File: src/rtl/tx_8b10b_pkg.sv
// Shared 8b10b constants: fill words, sub-block code tables, A7 selection sets
// and the transmitter state encoding.
package tx8b10b_pkg;

    localparam logic [9:0] FILL_WORD_RD0_DEFAULT = 10'b0011111010;
    localparam logic [9:0] FILL_WORD_RD1_DEFAULT = 10'b1100000101;

    // {non-neutral, abcdei} in the RD- form; the RD+ form of a non-neutral entry is its complement
    localparam logic [6:0] ENC_5B6B [32] = '{
        7'b1_100111, 7'b1_011101, 7'b1_101101, 7'b0_110001,
        7'b1_110101, 7'b0_101001, 7'b0_011001, 7'b0_111000,
        7'b1_111001, 7'b0_100101, 7'b0_010101, 7'b0_110100,
        7'b0_001101, 7'b0_101100, 7'b0_011100, 7'b1_010111,
        7'b1_011011, 7'b0_100011, 7'b0_010011, 7'b0_110010,
        7'b0_001011, 7'b0_101010, 7'b0_011010, 7'b1_111010,
        7'b1_110011, 7'b0_100110, 7'b0_010110, 7'b1_110110,
        7'b0_001110, 7'b1_101110, 7'b1_011110, 7'b1_101011
    };

    // {non-neutral, fghj} in the RD- form; entry 7 is the primary P7 code
    localparam logic [4:0] ENC_3B4B [8] = '{
        5'b1_1011, 5'b0_1001, 5'b0_0101, 5'b0_1100,
        5'b1_1101, 5'b0_1010, 5'b0_0110, 5'b1_1110
    };

    // Bit x set => D.x.7 uses A7 at that running disparity (avoids a run of five)
    localparam logic [31:0] A7_SET_RDM = 32'h0016_0000;  // x = 17, 18, 20
    localparam logic [31:0] A7_SET_RDP = 32'h0000_6800;  // x = 11, 13, 14

    typedef enum logic [1:0] {
        IDLE  = 2'd0,
        COMMA = 2'd1,
        RUN   = 2'd2
    } state_t;

endpackage

File: src/rtl/tx_8b10b_if.sv
// Byte-side and line-side signals of the serial 8b10b transmitter.
interface tx_8b10b_if;
    logic       txEnable;
    logic       writeStrobe;
    logic [7:0] dataIn;
    logic       tx;
    logic       busy;
    logic       symbolStart;
    logic       halfFull;
    logic       full;

    modport master (
        output txEnable, writeStrobe, dataIn,
        input  tx, busy, symbolStart, halfFull, full
    );

    modport slave (
        input  txEnable, writeStrobe, dataIn,
        output tx, busy, symbolStart, halfFull, full
    );
endinterface

File: src/rtl/tx_8b10b_enc.sv
// Combinational 8b10b data encoder with running-disparity in/out.
module enc_8b10b
    import tx8b10b_pkg::*;
(
    input  logic [7:0] data,
    input  logic       rdIn,
    output logic [9:0] code,
    output logic       rdOut
);
    logic [4:0] x;
    logic [2:0] y;
    logic [6:0] entry6;
    logic [4:0] entry4;
    logic [5:0] code6;
    logic [3:0] base4;
    logic [3:0] code4;
    logic       rdMid;
    logic       useA7;

    assign x = data[4:0];
    assign y = data[7:5];

    always_comb begin
        entry6 = ENC_5B6B[x];
        // D.7 is neutral but still has distinct RD-/RD+ forms
        code6  = (rdIn && (entry6[6] || x == 5'd7)) ? ~entry6[5:0] : entry6[5:0];
        rdMid  = rdIn ^ entry6[6];

        entry4 = ENC_3B4B[y];
        useA7  = (y == 3'd7) && (rdMid ? A7_SET_RDP[x] : A7_SET_RDM[x]);
        base4  = useA7 ? 4'b0111 : entry4[3:0];
        code4  = (rdMid && (entry4[4] || y == 3'd3)) ? ~base4 : base4;
        rdOut  = rdMid ^ entry4[4];

        code   = {code6, code4};
    end
endmodule

File: src/rtl/tx_8b10b_fifo.sv
// First-word-fall-through byte queue; LOG2_DEPTH=0 collapses it to one holding register.
module Fifo #(
    parameter int WIDTH      = 8,
    parameter int LOG2_DEPTH = 4
) (
    input  logic             clk,
    input  logic             rst,
    input  logic             wrEn,
    input  logic [WIDTH-1:0] wrData,
    input  logic             rdEn,
    output logic [WIDTH-1:0] rdData,
    output logic             empty,
    output logic             full,
    output logic             halfFull
);
    generate
        if (LOG2_DEPTH == 0) begin : gHold
            logic             validReg;
            logic [WIDTH-1:0] dataReg;

            always_ff @(posedge clk) begin
                if (rst) begin
                    validReg <= 1'b0;
                    dataReg  <= '0;
                end else if (wrEn && !validReg) begin
                    validReg <= 1'b1;
                    dataReg  <= wrData;
                end else if (rdEn && validReg) begin
                    validReg <= 1'b0;
                end
            end

            assign rdData   = dataReg;
            assign empty    = !validReg;
            assign full     = validReg;
            assign halfFull = validReg;
        end else begin : gQueue
            localparam int DEPTH = 1 << LOG2_DEPTH;
            localparam int CW    = LOG2_DEPTH + 1;

            logic [WIDTH-1:0]      mem [DEPTH];
            logic [LOG2_DEPTH-1:0] wrPtrReg;
            logic [LOG2_DEPTH-1:0] rdPtrReg;
            logic [LOG2_DEPTH-1:0] rdAddr;
            logic [CW-1:0]         countReg;
            logic [WIDTH-1:0]      headReg;
            logic                  doWrite;
            logic                  doRead;

            assign doWrite = wrEn && !countReg[LOG2_DEPTH];
            assign doRead  = rdEn && (countReg != '0);
            assign rdAddr  = doRead ? rdPtrReg + 1'b1 : rdPtrReg;

            always_ff @(posedge clk) begin
                if (doWrite) begin
                    mem[wrPtrReg] <= wrData;
                end
            end

            always_ff @(posedge clk) begin
                if (rst) begin
                    wrPtrReg <= '0;
                    rdPtrReg <= '0;
                    countReg <= '0;
                    headReg  <= '0;
                end else begin
                    if (doWrite) begin
                        wrPtrReg <= wrPtrReg + 1'b1;
                    end
                    rdPtrReg <= rdAddr;
                    countReg <= countReg + CW'(doWrite) - CW'(doRead);
                    // A write landing on the next head slot bypasses the array read
                    headReg  <= (doWrite && wrPtrReg == rdAddr) ? wrData : mem[rdAddr];
                end
            end

            assign rdData   = headReg;
            assign empty    = (countReg == '0);
            assign full     = countReg[LOG2_DEPTH];
            assign halfFull = (countReg >= CW'(DEPTH / 2));
        end
    endgenerate
endmodule

File: src/rtl/tx_8b10b.sv
// Serial 8b10b transmitter: queued bytes are encoded with running disparity and
// shifted out MSB ('a') first; comma fill words keep the far end aligned when idle.
module tx_8b10b
    import tx8b10b_pkg::*;
#(
    parameter logic [9:0] FILL_WORD_RD0  = FILL_WORD_RD0_DEFAULT,
    parameter logic [9:0] FILL_WORD_RD1  = FILL_WORD_RD1_DEFAULT,
    parameter bit         FILL_WORD_FLIP = 1'b1,
    parameter int         CLK_RATE       = 8,
    parameter int         LOG2_DEPTH     = 4
) (
    input  logic     clk,
    input  logic     rst,
    tx_8b10b_if.slave bus
);
    localparam int            CW     = $clog2(CLK_RATE);
    localparam logic [CW-1:0] RELOAD = CW'(CLK_RATE - 1);

    state_t        stateReg, stateNext;
    logic [CW-1:0] clkCountReg, clkCountNext;
    logic [3:0]    bitCountReg, bitCountNext;
    logic [9:0]    shiftReg, shiftNext;
    logic          rdReg, rdNext;
    logic          symStartReg, symStartNext;

    logic          popReq;
    logic [7:0]    headData;
    logic          fifoEmpty;
    logic          fifoFull;
    logic          fifoHalf;
    logic [9:0]    encCode;
    logic          encRd;
    logic [9:0]    fillWord;
    logic          fillRd;

    Fifo #(
        .WIDTH      (8),
        .LOG2_DEPTH (LOG2_DEPTH)
    ) uFifo (
        .clk      (clk),
        .rst      (rst),
        .wrEn     (bus.writeStrobe),
        .wrData   (bus.dataIn),
        .rdEn     (popReq),
        .rdData   (headData),
        .empty    (fifoEmpty),
        .full     (fifoFull),
        .halfFull (fifoHalf)
    );

    enc_8b10b uEnc (
        .data  (headData),
        .rdIn  (rdReg),
        .code  (encCode),
        .rdOut (encRd)
    );

    always_ff @(posedge clk) begin
        if (rst) begin
            stateReg    <= IDLE;
            clkCountReg <= '0;
            bitCountReg <= '0;
            shiftReg    <= '0;
            rdReg       <= 1'b0;
            symStartReg <= 1'b0;
        end else begin
            stateReg    <= stateNext;
            clkCountReg <= clkCountNext;
            bitCountReg <= bitCountNext;
            shiftReg    <= shiftNext;
            rdReg       <= rdNext;
            symStartReg <= symStartNext;
        end
    end

    always_comb begin
        stateNext    = stateReg;
        clkCountNext = clkCountReg;
        bitCountNext = bitCountReg;
        shiftNext    = shiftReg;
        rdNext       = rdReg;
        symStartNext = 1'b0;
        popReq       = 1'b0;
        fillWord     = rdReg ? FILL_WORD_RD1 : FILL_WORD_RD0;
        fillRd       = FILL_WORD_FLIP ? ~rdReg : rdReg;

        case (stateReg)
            IDLE: begin
                rdNext       = 1'b0;
                shiftNext    = '0;
                bitCountNext = '0;
                clkCountNext = '0;
                if (bus.txEnable) begin
                    // RD is -1 here, so the opening comma is always the RD0 word
                    stateNext    = COMMA;
                    shiftNext    = FILL_WORD_RD0;
                    rdNext       = FILL_WORD_FLIP;
                    clkCountNext = RELOAD;
                    symStartNext = 1'b1;
                end
            end
            default: begin
                if (clkCountReg != '0) begin
                    clkCountNext = clkCountReg - 1'b1;
                end else if (bitCountReg != 4'd9) begin
                    bitCountNext = bitCountReg + 4'd1;
                    shiftNext    = {shiftReg[8:0], 1'b0};
                    clkCountNext = RELOAD;
                end else if (!bus.txEnable) begin
                    stateNext    = IDLE;
                    shiftNext    = '0;
                    rdNext       = 1'b0;
                    bitCountNext = '0;
                end else begin
                    stateNext    = RUN;
                    bitCountNext = '0;
                    clkCountNext = RELOAD;
                    symStartNext = 1'b1;
                    if (!fifoEmpty) begin
                        popReq    = 1'b1;
                        shiftNext = encCode;
                        rdNext    = encRd;
                    end else begin
                        shiftNext = fillWord;
                        rdNext    = fillRd;
                    end
                end
            end
        endcase
    end

    always_comb begin
        bus.tx          = shiftReg[9];
        bus.busy        = (stateReg != IDLE);
        bus.symbolStart = symStartReg;
        bus.halfFull    = fifoHalf;
        bus.full        = fifoFull;
    end
endmodule

File: src/flat_wrapper.sv
// flat-port wrapper written by rule: the top's interface ports become plain ports
module tx_8b10b_flat import tx8b10b_pkg::*;
#(
    parameter logic [9:0] FILL_WORD_RD0  = FILL_WORD_RD0_DEFAULT,
    parameter logic [9:0] FILL_WORD_RD1  = FILL_WORD_RD1_DEFAULT,
    parameter bit         FILL_WORD_FLIP = 1'b1,
    parameter int         CLK_RATE       = 8,
    parameter int         LOG2_DEPTH     = 4
)
  (clk, rst, bus_txEnable, bus_writeStrobe, bus_dataIn, bus_tx, bus_busy, bus_symbolStart, bus_halfFull, bus_full);
  tx_8b10b_if bus_i ();
  input  logic clk;
  input  logic rst;
  input wire logic [$bits(bus_i.txEnable)-1:0] bus_txEnable;
  input wire logic [$bits(bus_i.writeStrobe)-1:0] bus_writeStrobe;
  input wire logic [$bits(bus_i.dataIn)-1:0] bus_dataIn;
  output wire logic [$bits(bus_i.tx)-1:0] bus_tx;
  output wire logic [$bits(bus_i.busy)-1:0] bus_busy;
  output wire logic [$bits(bus_i.symbolStart)-1:0] bus_symbolStart;
  output wire logic [$bits(bus_i.halfFull)-1:0] bus_halfFull;
  output wire logic [$bits(bus_i.full)-1:0] bus_full;
  assign bus_i.txEnable = bus_txEnable;
  assign bus_i.writeStrobe = bus_writeStrobe;
  assign bus_i.dataIn = bus_dataIn;
  assign bus_tx = bus_i.tx;
  assign bus_busy = bus_i.busy;
  assign bus_symbolStart = bus_i.symbolStart;
  assign bus_halfFull = bus_i.halfFull;
  assign bus_full = bus_i.full;
  tx_8b10b #(.FILL_WORD_RD0(FILL_WORD_RD0), .FILL_WORD_RD1(FILL_WORD_RD1), .FILL_WORD_FLIP(FILL_WORD_FLIP), .CLK_RATE(CLK_RATE), .LOG2_DEPTH(LOG2_DEPTH)) u_core (.clk(clk), .rst(rst), .bus(bus_i));
endmodule
File: config.mk
export PLATFORM = sky130hd
export DESIGN_NAME = tx_8b10b_flat
export DESIGN_NICKNAME = d
export VERILOG_FILES = /design/src/rtl/tx_8b10b_pkg.sv /design/src/rtl/tx_8b10b_if.sv /design/src/rtl/tx_8b10b_enc.sv /design/src/rtl/tx_8b10b_fifo.sv /design/src/rtl/tx_8b10b.sv /design/src/flat_wrapper.sv
export SDC_FILE = /design/constraint.sdc
export NUM_CORES = 1
export LEC_CHECK = 0
export BUFFER_PORTS_ARGS = -buffer_cell sky130_fd_sc_hd__buf_4
export CELL_PAD_IN_SITES_DETAIL_PLACEMENT = 1
export CELL_PAD_IN_SITES_GLOBAL_PLACEMENT = 1
export CORE_AREA = 2 2 132 134
export CTS_CLUSTER_SIZE = 16
export DETAILED_ROUTE_END_ITERATION = 6
export DIE_AREA = 0 0 134 136
export PLACE_DENSITY = 0.85
export SLEW_MARGIN = 15
export SYNTH_ARGS = -nofsm -noshare
export SYNTH_HDL_FRONTEND = slang
export SYNTH_SLANG_ARGS = --single-unit
File: constraint.sdc
create_clock -name clk -period 6.8 [get_ports clk]
set_input_delay 0.34 -clock clk [delete_from_list [all_inputs] [get_ports clk]]
set_output_delay 0.34 -clock clk [all_outputs]
set_load 0.01 [all_outputs]
After elaboration in Yosys (flattened, before gate mapping)
Memories as Yosys holds them, arrays and structs flattened. A register that Yosys moved wholly into a read port is not among the register bits.
Index checks and enable logic that the tools add are counted.

cells by class
  eq/ne operators = 7
  $add $sub $neg = 6
  reductions and logical operators = 17
  multipliers = 0
  shift-type cells = 0
  divide/modulo/power cells = 0
  bitwise logic cells = 7
  order comparisons = 4
  muxes and demuxes = 45

operator list
  operator               number
  $mux W10               6
  $mux W1                19
  $mux W4                4
  $mux W3                5
  $mux W7                2
  $add A4 B1 Y4 const B  3
  $mux W2                5
  $mux W5                2
  $mux W8                1
  $ge A6 B6 Y1 const B   1
  $lt A5 B6 Y1 const B   1
  $mux W6                1
  $ne A2 B2 Y1 const B   3
  $not A5 Y6             1
  $not A6 Y6             1
  $add A5 B1 Y5          1
  $eq A5 B3 Y1 const B   1
  $ge A5 B4 Y1 const B   1
  $logic_and A1 B1 Y1    5
  $logic_not A5 Y1       1
  $reduce_bool A5 Y1     1
  $sub A5 B1 Y5          1
  $ge A4 B4 Y1 const B   1
  $ne A4 B4 Y1 const B   1
  16 further kinds       18

word-level totals
  word-level logic and storage cells = 100
  memory bits (read-only) = 328
  bits in latches = 0
  flip-flop bits (word level) = 34
  bits in writable memories = 128
  bits of input ports = 12
  output and inout bits = 5
  memories kept = 5

memories
  memory                   words  width  read ports  clocked after memory_dff  wr ports  RTL line             text
  (no name shown)          32     7      1           0                         0         tx_8b10b_enc.sv:24   entry6 = ENC_5B6B[x];
  u_core.uFifo.gQueue.mem  16     8      1           1                         1         tx_8b10b_fifo.sv:41  logic [WIDTH-1:0] mem [DEPTH];
  (no name shown)          8      5      1           0                         0         tx_8b10b_enc.sv:29   entry4 = ENC_3B4B[y];
  (no name shown)          32     1      1           0                         0         tx_8b10b_enc.sv:30   useA7 = (y == 3'd7) && (rdMid ? A7_SET_RDP[x] : A7_SET_RDM[x]);
  (no name shown)          32     1      1           0                         0         tx_8b10b_enc.sv:30

Longest topological paths before layout
  depth after elaboration = 15
  gate-level depth with buffers = 17
  gate-level depth less buffers = 16

Hierarchy
From an unflattened synthesis, not the netlist that was laid out.

unflattened totals
  cell total of the unflattened synthesis = 814
  area total of the unflattened synthesis = 9,500.4 µm²

modules (own cells, without submodules)
  module     cells an instance  times used  sequential area each (µm²)  area each (µm²)
  Fifo       576                1           4,264.1                     7,505.9
  tx_8b10b   127                1           420.4                       1,197.4
  enc_8b10b  111                1           0.0                         797.0

Least setup slack after synthesis
No wires, ideal clock.

  kind = register -> register
  start point = reg u_core.uFifo.gQueue.countReg[2]
  end point = reg u_core.uFifo.gQueue.countReg[4]
  data arrival time = 2,694 ps
  setup time = 70 ps
  cell stages (with the launch flop) = 17
  required time = 6,730 ps
  path buffers = 1
  setup slack = 4,035 ps
  clock period less this slack = 2,765 ps
  path through = dfxtp_1 > inv_1 > ha_1 > or4b_1 > buf_2 > nand2_2 > inv_1 > ha_1 > inv_1 > ha_1 > inv_1 > fa_1 > inv_1 > a21oi_1 > nor2_1 > or3_1 > a21oi_1

on the way
  cells in the longest elaborated chain, start to end = 8
  elaborated cells on any way between the ends = 10
  those cells by class = add/sub: 2; mux: 5; reduce/logical: 3

ends and longest elaborated chain
  item                    RTL line             text
  from (decl)             tx_8b10b_fifo.sv:45  logic [CW-1:0] countReg;
  from (signal assigned)  tx_8b10b_fifo.sv:71  countReg <= countReg + CW'(doWrite) - CW'(doRead);
  $logic_not A5 Y1        tx_8b10b_fifo.sv:78  assign empty = (countReg == '0);
  $mux W1                 tx_8b10b.sv:119      if (!fifoEmpty) begin
  $mux W1                 tx_8b10b.sv:109      end else if (!bus.txEnable) begin
  $mux W1                 tx_8b10b.sv:105      end else if (bitCountReg != 4'd9) begin
  $mux W1                 tx_8b10b.sv:103      if (clkCountReg != '0) begin
  $mux W1                 tx_8b10b.sv:87       case (stateReg)
  $logic_and A1 B1 Y1     tx_8b10b_fifo.sv:51  assign doRead = rdEn && (countReg != '0);
  $sub A5 B1 Y5 *         tx_8b10b_fifo.sv:71

Mark *: on every way between the ends. The rest lies on a longest branch, timed or not.
A chain may end at the register's enable or synchronous reset.

Worst setup path in the final report
  start point = reg u_core.uFifo.gQueue.countReg[2]
  end point = reg u_core.uFifo.gQueue.headReg[5], in the netlist u_core.uFifo.rdData[5], read port of u_core.uFifo.gQueue.mem

on the way
  cells in the longest elaborated chain, start to end = 8
  elaborated cells on any way between the ends = 9
  those cells by class = mux: 6; reduce/logical: 3

ends and longest elaborated chain
  item                   RTL line             text
  $logic_not A5 Y1       tx_8b10b_fifo.sv:78
  $mux W1                tx_8b10b.sv:119
  $mux W1                tx_8b10b.sv:109
  $mux W1                tx_8b10b.sv:105
  $mux W1                tx_8b10b.sv:103
  $mux W1                tx_8b10b.sv:87
  $logic_and A1 B1 Y1 *  tx_8b10b_fifo.sv:51
  $mux W4 *              tx_8b10b_fifo.sv:52  assign rdAddr = doRead ? rdPtrReg + 1'b1 : rdPtrReg;
  to (decl)              tx_8b10b_fifo.sv:46  logic [WIDTH-1:0] headReg;

Marks and branches as above.

==> reports/qor.yml <==
status:
  outcome: "complete, no violations"
timing:
  max_slew_margin_pct: 23.6
  rsz0062_at_grt: "no"
  slew_violations: 0
  fin_crit_ns: 3.95
  hold_viol_final: 0
  finClkSkew_ns: 0.00704
  setup_viol: 0
  tightest_slew_ns: 1.14
  fin_crit_sh_pct: 58.0
  max_freq_mhz: 253
  tns_ns: 0
grt:
  grt_usage_pct: 31.8
  overflow: 0
  antenna_found_initial: 0
  grt_first_pass_wirelength_um: 43600
  grt_max_degree: 67
  grt_pass1_vias: 7567
setup_path:
  worstSetupStartpointType: "register"
  crit_fanout: 33
  cp_num_buf_inv: 1
  cpPeakStageDelay_ns: 0.86
  end_kind: "register"
  worstPathRequired_ns: 7.14
  slowest_stage: "or4b_1"
  cp_top_family: "simple AND/OR/NAND/NOR gates"
  crit_chain: "inv_1 -> ha_1 -> or4b_1 -> nand3_2 -> nand2_1 -> a31oi_1 -> a311o_1 -> a32o_1"
  crit_type: "reg -> reg"
  arrival_ns: 4.29
clocking:
  clkLatencyLatePin_ns: 0.45
  htree_num_levels: 4
  postCtsHoldBufs: 0
  clkSlewWorstSetupHoldPaths_ns: 0.07
  cts_buffer_depth: 2
  clkSinkCount: 170
  numCtsBuffers: 17
  cts-resized-gates: 0
  postCtsSetupBuffers: 0
  root_buffer: "clkbuf_16"
  cts_tree: "built"
run:
  cap_violations: 0
place:
  place_area_mm2: 0.00934
  place.gp.congestion: 0.917
  place_hpwl_um: 18100
  port-buffer-count: 16
synthesis:
  ys.flop_type: "edfxtp_1"
  synth_top_area_share_pct: 42.2
  synth_area_leaders: "edfxtp_1, dfxtp_1, ha_1, mux2i_1, o221ai_1"
  synthDistinctLibCells: 76
  yosys-top-cells-count: "edfxtp_1, nor2_1, nand2_1, dfxtp_1, a21oi_1"
  yosys_warnings: 0
  ys_seq_area_share_pct: 51.4
  yosysMostFrequentCell: "edfxtp_1"
  yosysTopAreaCell: "edfxtp_1"
  ys_ff_latch: 170
  syn_avg_cell_area_um2: 11.2
  syn_inst: 812
  synthesis.nets: 853
  synth-edff-count: 128
  syn-cell-area_mm2: 0.00911
  async_flop_share_pct: 0
power:
  p_per_area_mw_per_mm2: 283
  p_total_mw: 2.82
  ir_drop_mv: 0.208
  cellLeakagePower_nw: 3.39
cells_and_area:
  area_delta_synth_final_pct: 9.22
  antenna_cells: 0
  utilization_pct: 58.9
  drive_gt1_share_pct: 11.4
  nNetsFinal: 837
  final_area_mm2: 0.00995
floorplanning:
  die_h_um: 136
  initial_core_util_pct: 54.0
  core.rowCount: 48
  ioPinCount: 17
  die_x_um: 134
  coreArea_mm2: 0.0169
  die_area_mm2: 0.0182
route:
  drc: 0
  first_pass_iters: 6
  routedWlPerCell_um: 27.1
  drtIter0Drc: 795
  routed_wl_um: 28000
  drt.antenna.violating_nets: 0
  viasPerCell: 7.01
  vias: 7253
hold_path:
  hold_path.class: "in -> reg"
==> layout make-up <==
cell class                 count  area, um2
clock buffer                  17        425
clock inverter                15        176
fill                        1749       6930
inverter                      30        113
multi-input combinational    549       4060
sequential                   170       4690
tap                          225        282
timing repair buffer          28        210
==> cell families after synthesis <==
family,after synthesis,share of synthesized area [%]
buffers and inverters,93,4.18
flip-flops,170,51.4
AO/OA/AOI/OAI,250,20.0
AND/OR/NAND/NOR,197,11.4
multiplexers,45,5.80
adder cells (fa/ha/maj),29,4.07
XOR/XNOR,28,3.09
==> metal layers <==
layer | GRT usage, % | vias up | routed length, um | share of wire, %
met5 | 0 | - | 0 | 0
met3 | 6.15 | 95 | 1880 | 6.7
met2 | 53.7 | 398 | 13900 | 50
met1 | 39.4 | 3633 | 11000 | 39
met4 | 15.1 | 0 | 1240 | 4.4
li1 | - | 3127 | - | -
==> cell usage in the layout, fill, tap and decap left out, types with 7 or more instances in the layout <==
cell type  synthesis  final
edfxtp_1         128    128
nor2_1            51     51
nand2_1           50     50
dfxtp_1           42     41
a21oi_1           40     40
mux2i_1           34     34
o221ai_1          34     34
o21ai_0           31     31
nand3_1           31     31
inv_1             28     28
ha_1              28     28
buf_4              2     28
a211oi_1          27     27
clkbuf_16          0     17
nor3_1            15     14
a31oi_1           14     14
o22ai_1           14     14
xor2_1            13     13
xnor2_1           12     12
a221oi_1          12     12
o31ai_1           11     11
nor2b_1            9      9
and3_1             9      9
a221o_1            8      8
a211o_1            7      7
inv_6              0      7
==> worst paths after layout <==
| kind | from | to | slack [ns] | depth (start not counted) |
|---|---|---|---|---|
| min | bus_dataIn[5] | u_core.uFifo.gQueue.mem[13][5] | 0.23 | 1 |
| max reg2reg | u_core.uFifo.gQueue.countReg[2] | u_core.uFifo.rdData[5] | 2.85 | 8 |
| min reg2reg | u_core.clkCountReg[0] | u_core.clkCountReg[0] | 0.50 | 1 |
| max | u_core.uFifo.gQueue.countReg[2] | u_core.uFifo.rdData[5] | 2.85 | 8 |
==> state kept, by name, summed over array words and instances (netlist names) <==
signal                        count
u_core.uFifo.gQueue.rdPtrReg      4
u_core.stateReg                   2
u_core.uFifo.rdData               8
u_core.clkCountReg                3
u_core.bus.symbolStart            1
u_core.uFifo.gQueue.countReg      5
u_core.rdReg                      1
u_core.bitCountReg                4
u_core.uFifo.gQueue.wrPtrReg      4
u_core.shiftReg                  10
u_core.uFifo.gQueue.mem         128
==> metrics by stage <==
stage | instances | hold slack [ns] | setup slack (ns)
after floorplan | 812 | 0.439 | 4.04
after global placement | 1002 | 0.466 | 3.29
after detailed placement | 1002 | 0.477 | 3.02
after CTS | 1034 | 0.215 | 2.90
after global routing | 1034 | 0.236 | 2.60
final | 1034 | 0.228 | 2.85
==> where the power goes <==
part           total [mW]  switching (mW)  internal (mW)  leakage (nW)
combinational       0.573           0.367          0.206          1.59
clock                1.01           0.456          0.556         0.297
sequential           1.23          0.0700           1.16          1.50
total                2.82           0.893           1.93          3.39
==> worst register-to-register path, cell delays in order (launching register included) <==
cell     delay (ns)
dfxtp_1        0.35
inv_1          0.09
ha_1           0.23
or4b_1         0.86
nand3_2        0.86
nand2_1        0.68
a31oi_1        0.20
a311o_1        0.32
a32o_1         0.26
Note: power is estimated with default switching activity, not from simulation.
